`src/rtl/score_accumulator.sv`:
```
// rtl/score_accumulator.sv - four-player round scorer with saturating, frozen-at-end score buses
// Optional per-player press lockout is built when SCORE_LOCKOUT_EN is defined.
module score_accumulator #(
    parameter int W              = 7,
    parameter int MAX_SCORE      = 99,
    parameter int ROUND_CYCLES   = 1000,
    parameter int LOCKOUT_CYCLES = 8
) (
    input  logic         clk,
    input  logic         rst_n,
    input  logic         start,
    input  logic [3:0]   btn,
    output logic [W-1:0] BusA,
    output logic [W-1:0] BusB,
    output logic [W-1:0] BusC,
    output logic [W-1:0] BusD,
    output logic         round_active,
    output logic         round_done,
    output logic         valid
);
    localparam int TW = $clog2(ROUND_CYCLES);

    if (MAX_SCORE > (2 ** W) - 1 || ROUND_CYCLES < 2 || LOCKOUT_CYCLES < 0) begin : gBadParams
        $error("score_accumulator: illegal parameter combination");
    end

    typedef enum logic [1:0] {IDLE, CLEAR, PLAY, DONE} stateT;

    stateT         state;
    stateT         nextState;
    logic [TW-1:0] timer;
    logic [3:0]    btnQ;
    logic [3:0]    press;
    logic [3:0]    counted;
    logic          lastTick;
    logic [W-1:0]  score [4];

    assign press    = btn & ~btnQ;
    assign lastTick = (timer == TW'(ROUND_CYCLES - 1));

`ifdef SCORE_LOCKOUT_EN
    localparam int LW = (LOCKOUT_CYCLES > 0) ? $clog2(LOCKOUT_CYCLES + 1) : 1;
    logic [LW-1:0] lockCnt [4];

    always_comb begin
        counted = '0;
        for (int i = 0; i < 4; i++) begin
            counted[i] = press[i] && (state == PLAY) && (lockCnt[i] == '0);
        end
    end

    // A counted press re-arms the dead time; otherwise the counter drains to zero in any state.
    always_ff @(posedge clk or negedge rst_n) begin
        if (!rst_n) begin
            for (int i = 0; i < 4; i++) lockCnt[i] <= '0;
        end else if (state == CLEAR) begin
            for (int i = 0; i < 4; i++) lockCnt[i] <= '0;
        end else begin
            for (int i = 0; i < 4; i++) begin
                if (counted[i]) begin
                    lockCnt[i] <= LW'(LOCKOUT_CYCLES);
                end else if (lockCnt[i] != '0) begin
                    lockCnt[i] <= lockCnt[i] - LW'(1);
                end
            end
        end
    end
`else
    assign counted = press & {4{state == PLAY}};
`endif

    always_ff @(posedge clk or negedge rst_n) begin
        if (!rst_n) begin
            state <= IDLE;
        end else begin
            state <= nextState;
        end
    end

    always_comb begin
        nextState = state;
        case (state)
            IDLE:    if (start) nextState = CLEAR;
            CLEAR:   nextState = PLAY;
            PLAY:    if (lastTick) nextState = DONE;
            DONE:    if (start) nextState = CLEAR;
            default: nextState = IDLE;
        endcase
    end

    // btnQ tracks btn in every state so a button held across CLEAR never looks like a fresh press.
    always_ff @(posedge clk or negedge rst_n) begin
        if (!rst_n) begin
            btnQ       <= '0;
            timer      <= '0;
            round_done <= 1'b0;
        end else begin
            btnQ       <= btn;
            round_done <= (state == PLAY) && lastTick;
            if (state == CLEAR) begin
                timer <= '0;
            end else if (state == PLAY && !lastTick) begin
                timer <= timer + TW'(1);
            end
        end
    end

    always_ff @(posedge clk or negedge rst_n) begin
        if (!rst_n) begin
            for (int i = 0; i < 4; i++) score[i] <= '0;
        end else if (state == CLEAR) begin
            for (int i = 0; i < 4; i++) score[i] <= '0;
        end else begin
            for (int i = 0; i < 4; i++) begin
                if (counted[i] && score[i] < W'(MAX_SCORE)) begin
                    score[i] <= score[i] + W'(1);
                end
            end
        end
    end

    assign BusA         = score[0];
    assign BusB         = score[1];
    assign BusC         = score[2];
    assign BusD         = score[3];
    assign round_active = (state == PLAY);
    assign valid        = (state == DONE);
endmodule

```
`config.mk`:
```
export PLATFORM = sky130hd
export DESIGN_NAME = score_accumulator
export DESIGN_NICKNAME = d
export VERILOG_FILES = /design/src/rtl/score_accumulator.sv
export SDC_FILE = /design/constraint.sdc
export NUM_CORES = 1
export LEC_CHECK = 0
export CAP_MARGIN = 20
export CELL_PAD_IN_SITES_DETAIL_PLACEMENT = 1
export CELL_PAD_IN_SITES_GLOBAL_PLACEMENT = 2
export CORE_MARGIN = 4
export CORE_UTILIZATION = 33
export DETAILED_ROUTE_END_ITERATION = 16
export PLACE_DENSITY = 0.84
export SLEW_MARGIN = 20
export SYNTH_ARGS = -nofsm -noshare
export SYNTH_HDL_FRONTEND = slang
export SYNTH_SLANG_ARGS = --single-unit
```
`constraint.sdc`:
```
create_clock -name clk -period 1.7 [get_ports clk]
set_input_delay 0.17 -clock clk [delete_from_list [all_inputs] [get_ports clk]]
set_output_delay 0.17 -clock clk [all_outputs]
set_load 0.005 [all_outputs]
```
==> impl_metrics.ini, run 1 <==
[detailed_routing]
wl_um = 5200
drcViolationCount = 0
antenna_left = 0
avgViaCountPerCell = 5.14
wire_per_inst_um = 14.9
dr.pass1.iters = 4
vias = 1799
drt-initial-drc-count = 53

[synthesis]
synth_fa_ha_area_share_pct = 5.08
synth-warning-count = 0
syn_avg_cell_area_um2 = 10.4
synth_compound_area_share_pct = 10.5
synth-simple-area-share_pct = 20.4
yosys.area_share.xor_xnor_pct = 8.69
netlist_area_um2 = 2220
synthMuxAreaShare_pct = 2.71
synth_cell_types = 42
yosysSeqAreaShare_pct = 50.8
postSynthCellCount = 214
syn_nets = 230
synthFlopType = dfrtp_1
ys_ff_latch = 45
synthArstFlopShare_pct = 100
synth_top_family_by_area = simple AND/OR/NAND/NOR gates
synth_edf_count = 0

[clocking]
clk_latency_ns = 0.29
cts_tree = done
tritoncts.num_buffers = 5
cts-root-buf = clkbuf_8
cts-htree-levels = 2
clkSinkCount = 45
clk_pin_slew_worst_paths_ns = 0.08
clk_path_buf_depth = 2

[global_route]
antenna_found_initial = 0
met2_usage_pct = 22.7
grt_use_met3_pct = 2.34
grt-ovfl-total = 0
busiest_layer = met2
grt_pass1_wl_um = 9030
grt_pass1_vias = 1935
grtUsageTotal_pct = 13.3
gr-usage-met1_pct = 17.6
grt_start_max_net_pins = 46

[timing]
worst_pin_slew_ns = 0.485
max_freq_mhz = 612
finalMaxSlewViolations = 0
tns_ns = 0
hold_viol = 0
fin_crit_ns = 1.63
rsz0062_at_grt = yes
max_slew_margin_pct = 67.3
setup_viol = 0
skew_ns = 0.00578
fin_crit_sh_pct = 96.1

[layout]
final_cell_mix = 45 x dfrtp_1, 35 x nor2_1, 34 x clkdlybuf4s50_1, 19 x xor2_1, 16 x buf_4
final_nets = 289
multi_input_area_um2 = 1070
nFillCells = 720
regArea_um2 = 1130
final_common_cell = dfrtp_1
layout.cells.non_filler = 350
area_growth_pct = 33.1
finalCoreUtilization_pct = 46.0
drive_above_1_share_pct = 12.8
stdcell_area_um2 = 2950
diodes = 0

[power_and_ir_drop]
power.total_mw = 2.94
leakagePower_nw = 1.36
powerDensity_nw_per_um2 = 995
ir_drop_v = 0.000443

[status]
outcome = completed

[place]
dp_hpwl_um = 3600
dp_cells = 335
gp_congestion = 0.790
place_area_um2 = 2780
io_buffers = 37

[min_path]
hold_path.class = in -> reg

[floorplanning]
rows = 29
core_um2 = 6420
chipWidth_um = 90.0
die_h_um = 90.0
start_util_pct = 34.5
ios = 38
dieArea_um2 = 8100

[critical_path]
critPathKind = reg -> reg
required_ns = 1.88
crit_fanout = 6
start_kind = flop
cp-end-kind = flop
crit_arrival_ns = 1.82

[job]
maxCapViolCount = 0
[report_power, final]
part / switching, mW / internal (mW) / leakage, nW
sequential: 0.110 / 1.17 / 0.610
clock: 0.340 / 0.323 / 0.0443
combinational: 0.505 / 0.486 / 0.704
[routing by layer]
layer | wire, um | vias to the layer above | part of all wire, %
met5 | 0 | - | 0
met4 | 62 | 0 | 1.2
met3 | 93 | 5 | 1.8
met2 | 2590 | 20 | 50
met1 | 2460 | 904 | 47
li1 | - | 870 | -
[final cells by class]
type                       count  area share (%)
clock buffer                   7            2.92
sequential                    45            38.1
inverter                       6           0.763
multi-input combinational    158            36.4
timing repair buffer          57            18.6
tap                           77            3.26
[worst max-delay path: stages (launching register included)]
cell     delay (ns)
dfrtp_1        0.44
ha_4           0.18
buf_6          0.12
and3b_2        0.21
buf_4          0.14
buf_4          0.12
nand4_1        0.10
xor2_1         0.15
nor2_1         0.05
[what timing repair did]
item	in CTS	in global routing
hold buffers	1	0
gates resized for setup	2	8
hold endpoints to repair	45	0
buffers inserted	0	7
setup endpoints to repair	2	11
pin swaps	0	3
[registers in the layout, indices dropped and copies added, names as in the netlist]
| register | flops |
|---|---|
| round_done | 1 |
| BusD | 7 |
| BusA | 7 |
| timer | 10 |
| btnQ | 4 |
| BusB | 7 |
| BusC | 7 |
| state | 2 |
[per-stage QoR]
stage                     setup slack [ns]  hold WS, ns
after floorplan                     0.0963       -0.126
after global placement               0.110        0.169
after detailed placement            0.0159        0.181
after CTS                           0.0152        0.345
after global routing               -0.0293        0.372
final                               0.0656        0.368
[kinds of logic after synthesis]
logic type / count (synthesis)
adders and majority gates: 9
muxes: 6
DFF: 45
xor gates and xnor gates: 22
buffers and inverters: 11
and+or+nand+nor: 88
AOI/OAI and AO/OA: 33
[path summary, 6_finish.rpt]
path / to / slack (ns) / cells after the start / startpoint
min in group asynchronous: BusA[0] / 0.38 / 3 / rst_n
max in group asynchronous: BusA[2] / 1.10 / 3 / rst_n
min: btnQ[2] / 0.37 / 1 / btn[2]
max: BusC[4] / 0.07 / 8 / state[1]
max reg2reg: BusC[4] / 0.07 / 8 / state[1]
min reg2reg: BusC[2] / 0.55 / 1 / BusC[2]
[synthesized netlist by cell type (2+ instances only)]
| library cell | instances | area (um2) |
|---|---|---|
| dfrtp_1 | 45 | 1130 |
| nor2_1 | 35 | 131 |
| xor2_1 | 19 | 166 |
| nand2_1 | 13 | 48.8 |
| nand4_1 | 11 | 68.8 |
| ha_1 | 9 | 113 |
| o21ai_0 | 8 | 40.0 |
| a21oi_1 | 7 | 35.0 |
| inv_1 | 6 | 22.5 |
| mux2i_1 | 6 | 60.1 |
| nand3_1 | 5 | 25.0 |
| and3b_1 | 4 | 35.0 |
| a21boi_0 | 3 | 22.5 |
| and2_1 | 3 | 18.8 |
| and3_1 | 3 | 18.8 |
| buf_1 | 3 | 11.3 |
| xnor2_1 | 3 | 26.3 |
| a2111oi_0 | 2 | 17.5 |
| and4b_1 | 2 | 20.0 |
| nand3b_1 | 2 | 15.0 |
| nor3_1 | 2 | 10.0 |
| o21a_1 | 2 | 15.0 |
| or3_1 | 2 | 12.5 |
(Power assumes the default switching activity.)
==> inputs of run 2 (changes only) <==
Settings changed: CTS_CLUSTER_DIAMETER from default to 150, CTS_CLUSTER_SIZE from default to 12.
==> results of run 2 <==
The final DEF is identical to that of run 1; final timing and power are the same.
==> edit 1, RTL diff (settings of run 1) <==
Register the inputs `start` and `btn` before use. The logic sees them one clock later.
--- a/src/rtl/score_accumulator.sv
+++ b/src/rtl/score_accumulator.sv
@@ -21,4 +21,12 @@
     localparam int TW = $clog2(ROUND_CYCLES);
 
+    logic start_q;
+    logic [3:0] btn_q;
+
+    always_ff @(posedge clk) begin
+        start_q <= start;
+        btn_q   <= btn;
+    end
+
     if (MAX_SCORE > (2 ** W) - 1 || ROUND_CYCLES < 2 || LOCKOUT_CYCLES < 0) begin : gBadParams
         $error("score_accumulator: illegal parameter combination");
@@ -36,5 +44,5 @@
     logic [W-1:0]  score [4];
 
-    assign press    = btn & ~btnQ;
+    assign press    = btn_q & ~btnQ;
     assign lastTick = (timer == TW'(ROUND_CYCLES - 1));
 
@@ -81,8 +89,8 @@
         nextState = state;
         case (state)
-            IDLE:    if (start) nextState = CLEAR;
+            IDLE:    if (start_q) nextState = CLEAR;
             CLEAR:   nextState = PLAY;
             PLAY:    if (lastTick) nextState = DONE;
-            DONE:    if (start) nextState = CLEAR;
+            DONE:    if (start_q) nextState = CLEAR;
             default: nextState = IDLE;
         endcase
@@ -96,5 +104,5 @@
             round_done <= 1'b0;
         end else begin
-            btnQ       <= btn;
+            btnQ       <= btn_q;
             round_done <= (state == PLAY) && lastTick;
             if (state == CLEAR) begin
Function: changed (Yosys sat finds a counterexample within 4 cycles, from zero or initial values and one cycle with rst_n low).
==> edit 1 against run 1 <==
Die area increased by 3.1%. Core utilization is 1.0 points lower. Worst setup slack better by 0.047 ns. Sequential power grew 9%. Highest routed layer unchanged. Critical path type unchanged. Sequential cell count is 5 higher. Routed wire length up 5.4%. Design area rose by 2.9%. Area after synthesis up 3.4%. First-iteration DRC count grew 45%. Total power up 5.1%. Global-route usage is 0.68 points higher.
==> edit 1: results <==
metrics = {
    "final_layout": {
        "seq_area_mm2": 0.00123,
        "n_fill_cell": 764,
        "multi_input_gates": 155,
        "inv_count": 7,
        "nClkBuffers": 5,
        "nNonClkBuffers": 60,
        "fin_cells": 360,
    },
    "sta": {
        "skew_ns": 0.0130,
        "maxSlewHeadroom_pct": 67.6,
    },
    "drt": {
        "dr.first_iter.drc_count": 77,
        "wire_per_inst_um": 15.2,
        "vias_per_cell": 5.16,
    },
    "place": {
        "detailed_place_hpwl_um": 4140,
    },
    "clocking": {
        "clk_pin_slew_ns": 0.11,
        "cts.repair.resized": 3,
        "clk_latency_ns": 0.31,
    },
    "yosys": {
        "ys_top_cells_by_area": "dfrtp_1, xor2_1, nor2_1",
        "postSynthCellCount": 217,
        "netlist_top_cells_count": "dfrtp_1, nor2_1, xor2_1, nand4_1, nand2_1",
        "yosysSeqAreaShare_pct": 53.4,
        "synthesis.nets": 233,
        "yosysUniqueCellTypes": 37,
        "synth_xor_area_share_pct": 8.02,
    },
    "setup_path": {
        "max_stage_delay_ns": 0.40,
    },
    "global_routing": {
        "grt_max_degree": 27,
        "grt.total_usage_pct": 14.0,
    },
    "power_and_ir_drop": {
        "swShare_pct": 33.0,
    },
    "outcome": {
        "outcome": "finished, final reports clean",
    },
}
edit 1: metrics by stage:
stage	instance area [um^2]	setup slack, ns	setup TNS (ns)	hold slack [ns]	total power (W)
2_1_floorplan	2290	0.0671	0	-0.126	0.00187
3_5_place_dp	2920	-0.0623	-0.0921	0.174	0.00238
5_1_grt	3040	-0.000777	-0.000777	0.287	0.00331
4_1_cts	3030	0.0113	0	0.277	0.00314
6_report	3040	0.113	0	0.288	0.00309
3_3_place_gp	2920	0.0327	0	0.176	0.00235
edit 1: power by group through the flow:
stage | logic, W | clock network [W] | registers (W)
floorplan | 0.000432 | 0 | 0.00144
global placement | 0.000953 | 0 | 0.00140
detailed placement | 0.000972 | 0 | 0.00141
CTS | 0.00100 | 0.000751 | 0.00139
global route | 0.00110 | 0.000807 | 0.00141
finish | 0.000976 | 0.000724 | 0.00139
edit 1: worst paths after layout:
path                                  to  slack, ns  depth (start not counted)  startpoint
min in group asynchronous        BusB[4]       0.34                          2       rst_n
max in group asynchronous        BusC[0]       0.84                          3       rst_n
worst max register to register   BusD[5]       0.11                          6    state[0]
worst min-delay path            btn_q[1]       0.29                          1      btn[1]
worst min register to register   btnQ[2]       0.34                          0    btn_q[2]
worst max-delay path             BusD[5]       0.11                          6    state[0]
edit 1: routing by layer:
metal | track usage (%) | vias to the layer above | part of all wire (%)
met4 | 3.39 | 0 | 1.0
li1 | - | 892 | -
met3 | 2.82 | 6 | 2.7
met5 | 0 | - | 0
met1 | 17.4 | 940 | 45
met2 | 24.7 | 21 | 51
edit 1: worst max-delay path, delay by kind of cell (launching register included):
kind | cells | cell delay [ns]
AO/OA/AOI/OAI | 1 | 0.14
adder cells (fa/ha/maj) | 1 | 0.17
buffers and inverters | 1 | 0.08
flip-flops | 1 | 0.40
AND/OR/NAND/NOR | 3 | 0.73
==> edit 2, RTL diff (config.mk and constraints of run 1) <==
Made on the original files. The parameter `ROUND_CYCLES` goes from 1000 to 500.
--- a/src/rtl/score_accumulator.sv
+++ b/src/rtl/score_accumulator.sv
@@ -4,5 +4,5 @@
     parameter int W              = 7,
     parameter int MAX_SCORE      = 99,
-    parameter int ROUND_CYCLES   = 1000,
+    parameter int ROUND_CYCLES   = 500,
     parameter int LOCKOUT_CYCLES = 8
 ) (
Check against the original RTL: no difference found for any inputs over 10 cycles, from zero or initial values and one cycle with rst_n low; that may be too few to reach the edited logic, so the function may still have changed.
==> edit 2 against run 1 <==
Design area down 0.30%. Sequential cell count down 1. Routed wire length up 2.2%. Total power up 4.9%. Area after synthesis down 1.7%. Worst hold slack worse by 0.030 ns. Combinational power up 4%. Critical endpoint is now BusB[5]. Worst setup slack better by 0.0087 ns.
==> edit 2: results <==
metrics = {
    "global_routing": {
        "grt_max_degree": 45,
        "grt.total_usage_pct": 14.2,
        "antenna_found_initial": 0,
        "grt_pass1_wl_um": 8850,
        "grt_pass1_vias": 1841,
    },
    "place": {
        "port_buffers": 37,
        "gp_congestion": 0.804,
        "dpl-instance-area_mm2": 0.00276,
        "detailed_place_hpwl_um": 3720,
        "place_inst": 335,
        "pre_cts_ws_ns": -0.0567,
    },
    "yosys": {
        "synthesis.nets": 224,
        "yosysWarnings": 0,
        "synth_xor_area_share_pct": 7.63,
        "muxShareOfSynthArea_pct": 2.75,
        "netlist_top_cells_count": "dfrtp_1, nor2_1, nand2_1, xor2_1",
        "postSynthCellCount": 208,
        "synth-adder-area-share_pct": 5.16,
        "yosysSeqAreaShare_pct": 50.5,
        "yosysUniqueCellTypes": 45,
        "ys_async_sr_fraction_pct": 100,
        "synth-compound-area-share_pct": 12.3,
        "ys_top_cells_by_area": "dfrtp_1, xor2_1, ha_1",
        "yosys_most_used_dff": "dfrtp_1",
    },
    "clocking": {
        "clk_latency_ns": 0.30,
        "cts-root-buf": "clkbuf_8",
        "cts-htree-levels": 2,
        "cts_buffers": 5,
        "cts_max_path_buffers": 2,
        "clk_pin_slew_ns": 0.09,
    },
    "min_path": {
        "holdCritPathClass": "primary input to flip-flop",
    },
    "final_layout": {
        "largest_reg_flops": 9,
        "drive_above_1_share_pct": 16.6,
        "n_fill_cell": 714,
        "layout.nets": 286,
        "largest-register": "timer",
        "fin_cells": 348,
        "post-route-cell-area_mm2": 0.00294,
        "antenna_cells": 0,
    },
    "drt": {
        "wire_per_inst_um": 15.3,
        "vias_per_cell": 5.10,
        "dr.first_iter.drc_count": 46,
        "drtPass1Iterations": 4,
    },
    "power_and_ir_drop": {
        "p_leak_nw": 1.34,
        "ir_drop_v": 0.000740,
        "combPwrFrac_pct": 33.6,
        "swShare_pct": 31.9,
        "powerDensity_mw_per_mm2": 1050,
        "p_clk_w": 0.000809,
    },
    "outcome": {
        "outcome": "finished, final reports clean",
    },
    "sta": {
        "skew_ns": 0.00487,
        "maxSlewHeadroom_pct": 56.0,
        "finalSetupViolCount": 0,
    },
    "setup_path": {
        "cp_max_fo": 6,
        "critPathArrivalTime_ns": 1.86,
    },
}
## edit 2: cell types whose count changed in the layout (fill, tap and decap cells not counted), sizes merged, moves of 3 or more
cell	change
buf	+4
nand2	+3
nor2	-7
xor2	-3
## edit 2: what timing repair did
action                                 CTS  global route
hold buffers                             1             0
resized for setup                        2            13
pin swaps                                1             5
setup buffers                            1             3
endpoints found under the hold margin   44             0
setup endpoints to repair                3            17
## edit 2: logic make-up after synthesis
logic type / count (synthesis)
flip-flops: 44
buffers and inverters: 14
multiplexers: 6
adder cells (fa/ha/maj): 9
AND/OR/NAND/NOR: 80
AO/OA/AOI/OAI: 36
XOR/XNOR: 19
## edit 2: critical path, cell delays in order (launching register included)
cell and delay [ns]:
dfrtp_1 0.40, inv_2 0.09, ha_4 0.14, buf_6 0.11, and3b_2 0.21, nand4_1 0.12, or3_1 0.37, a21oi_1 0.13
## edit 2: path summary, 6_finish.rpt
path	startpoint	endpoint	slack, ns	cells after the start
hold / removal	btn[1]	btnQ[1]	0.34	1
hold reg to reg	BusD[6]	BusD[6]	0.53	1
min in group asynchronous	rst_n	BusA[5]	0.49	3
setup / recovery	state[0]	BusB[5]	0.07	7
setup reg to reg	state[0]	BusB[5]	0.07	7
max in group asynchronous	rst_n	btnQ[0]	0.83	3
## edit 2: layout make-up
| cell class | count | share of cell area (%) |
|---|---|---|
| clock inverter | 2 | 1.19 |
| multi-input combinational | 150 | 35.7 |
| timing repair buffer | 61 | 18.9 |
| clock buffer | 6 | 2.46 |
| sequential | 44 | 37.4 |
| tap | 77 | 3.27 |
| inverter | 8 | 1.02 |
## edit 2: layer usage
layer  wire length [um]  track usage [%]
met4                 82             4.47
met1               2360             18.3
met3                173             2.76
met2               2700             24.1
met5                  0                0
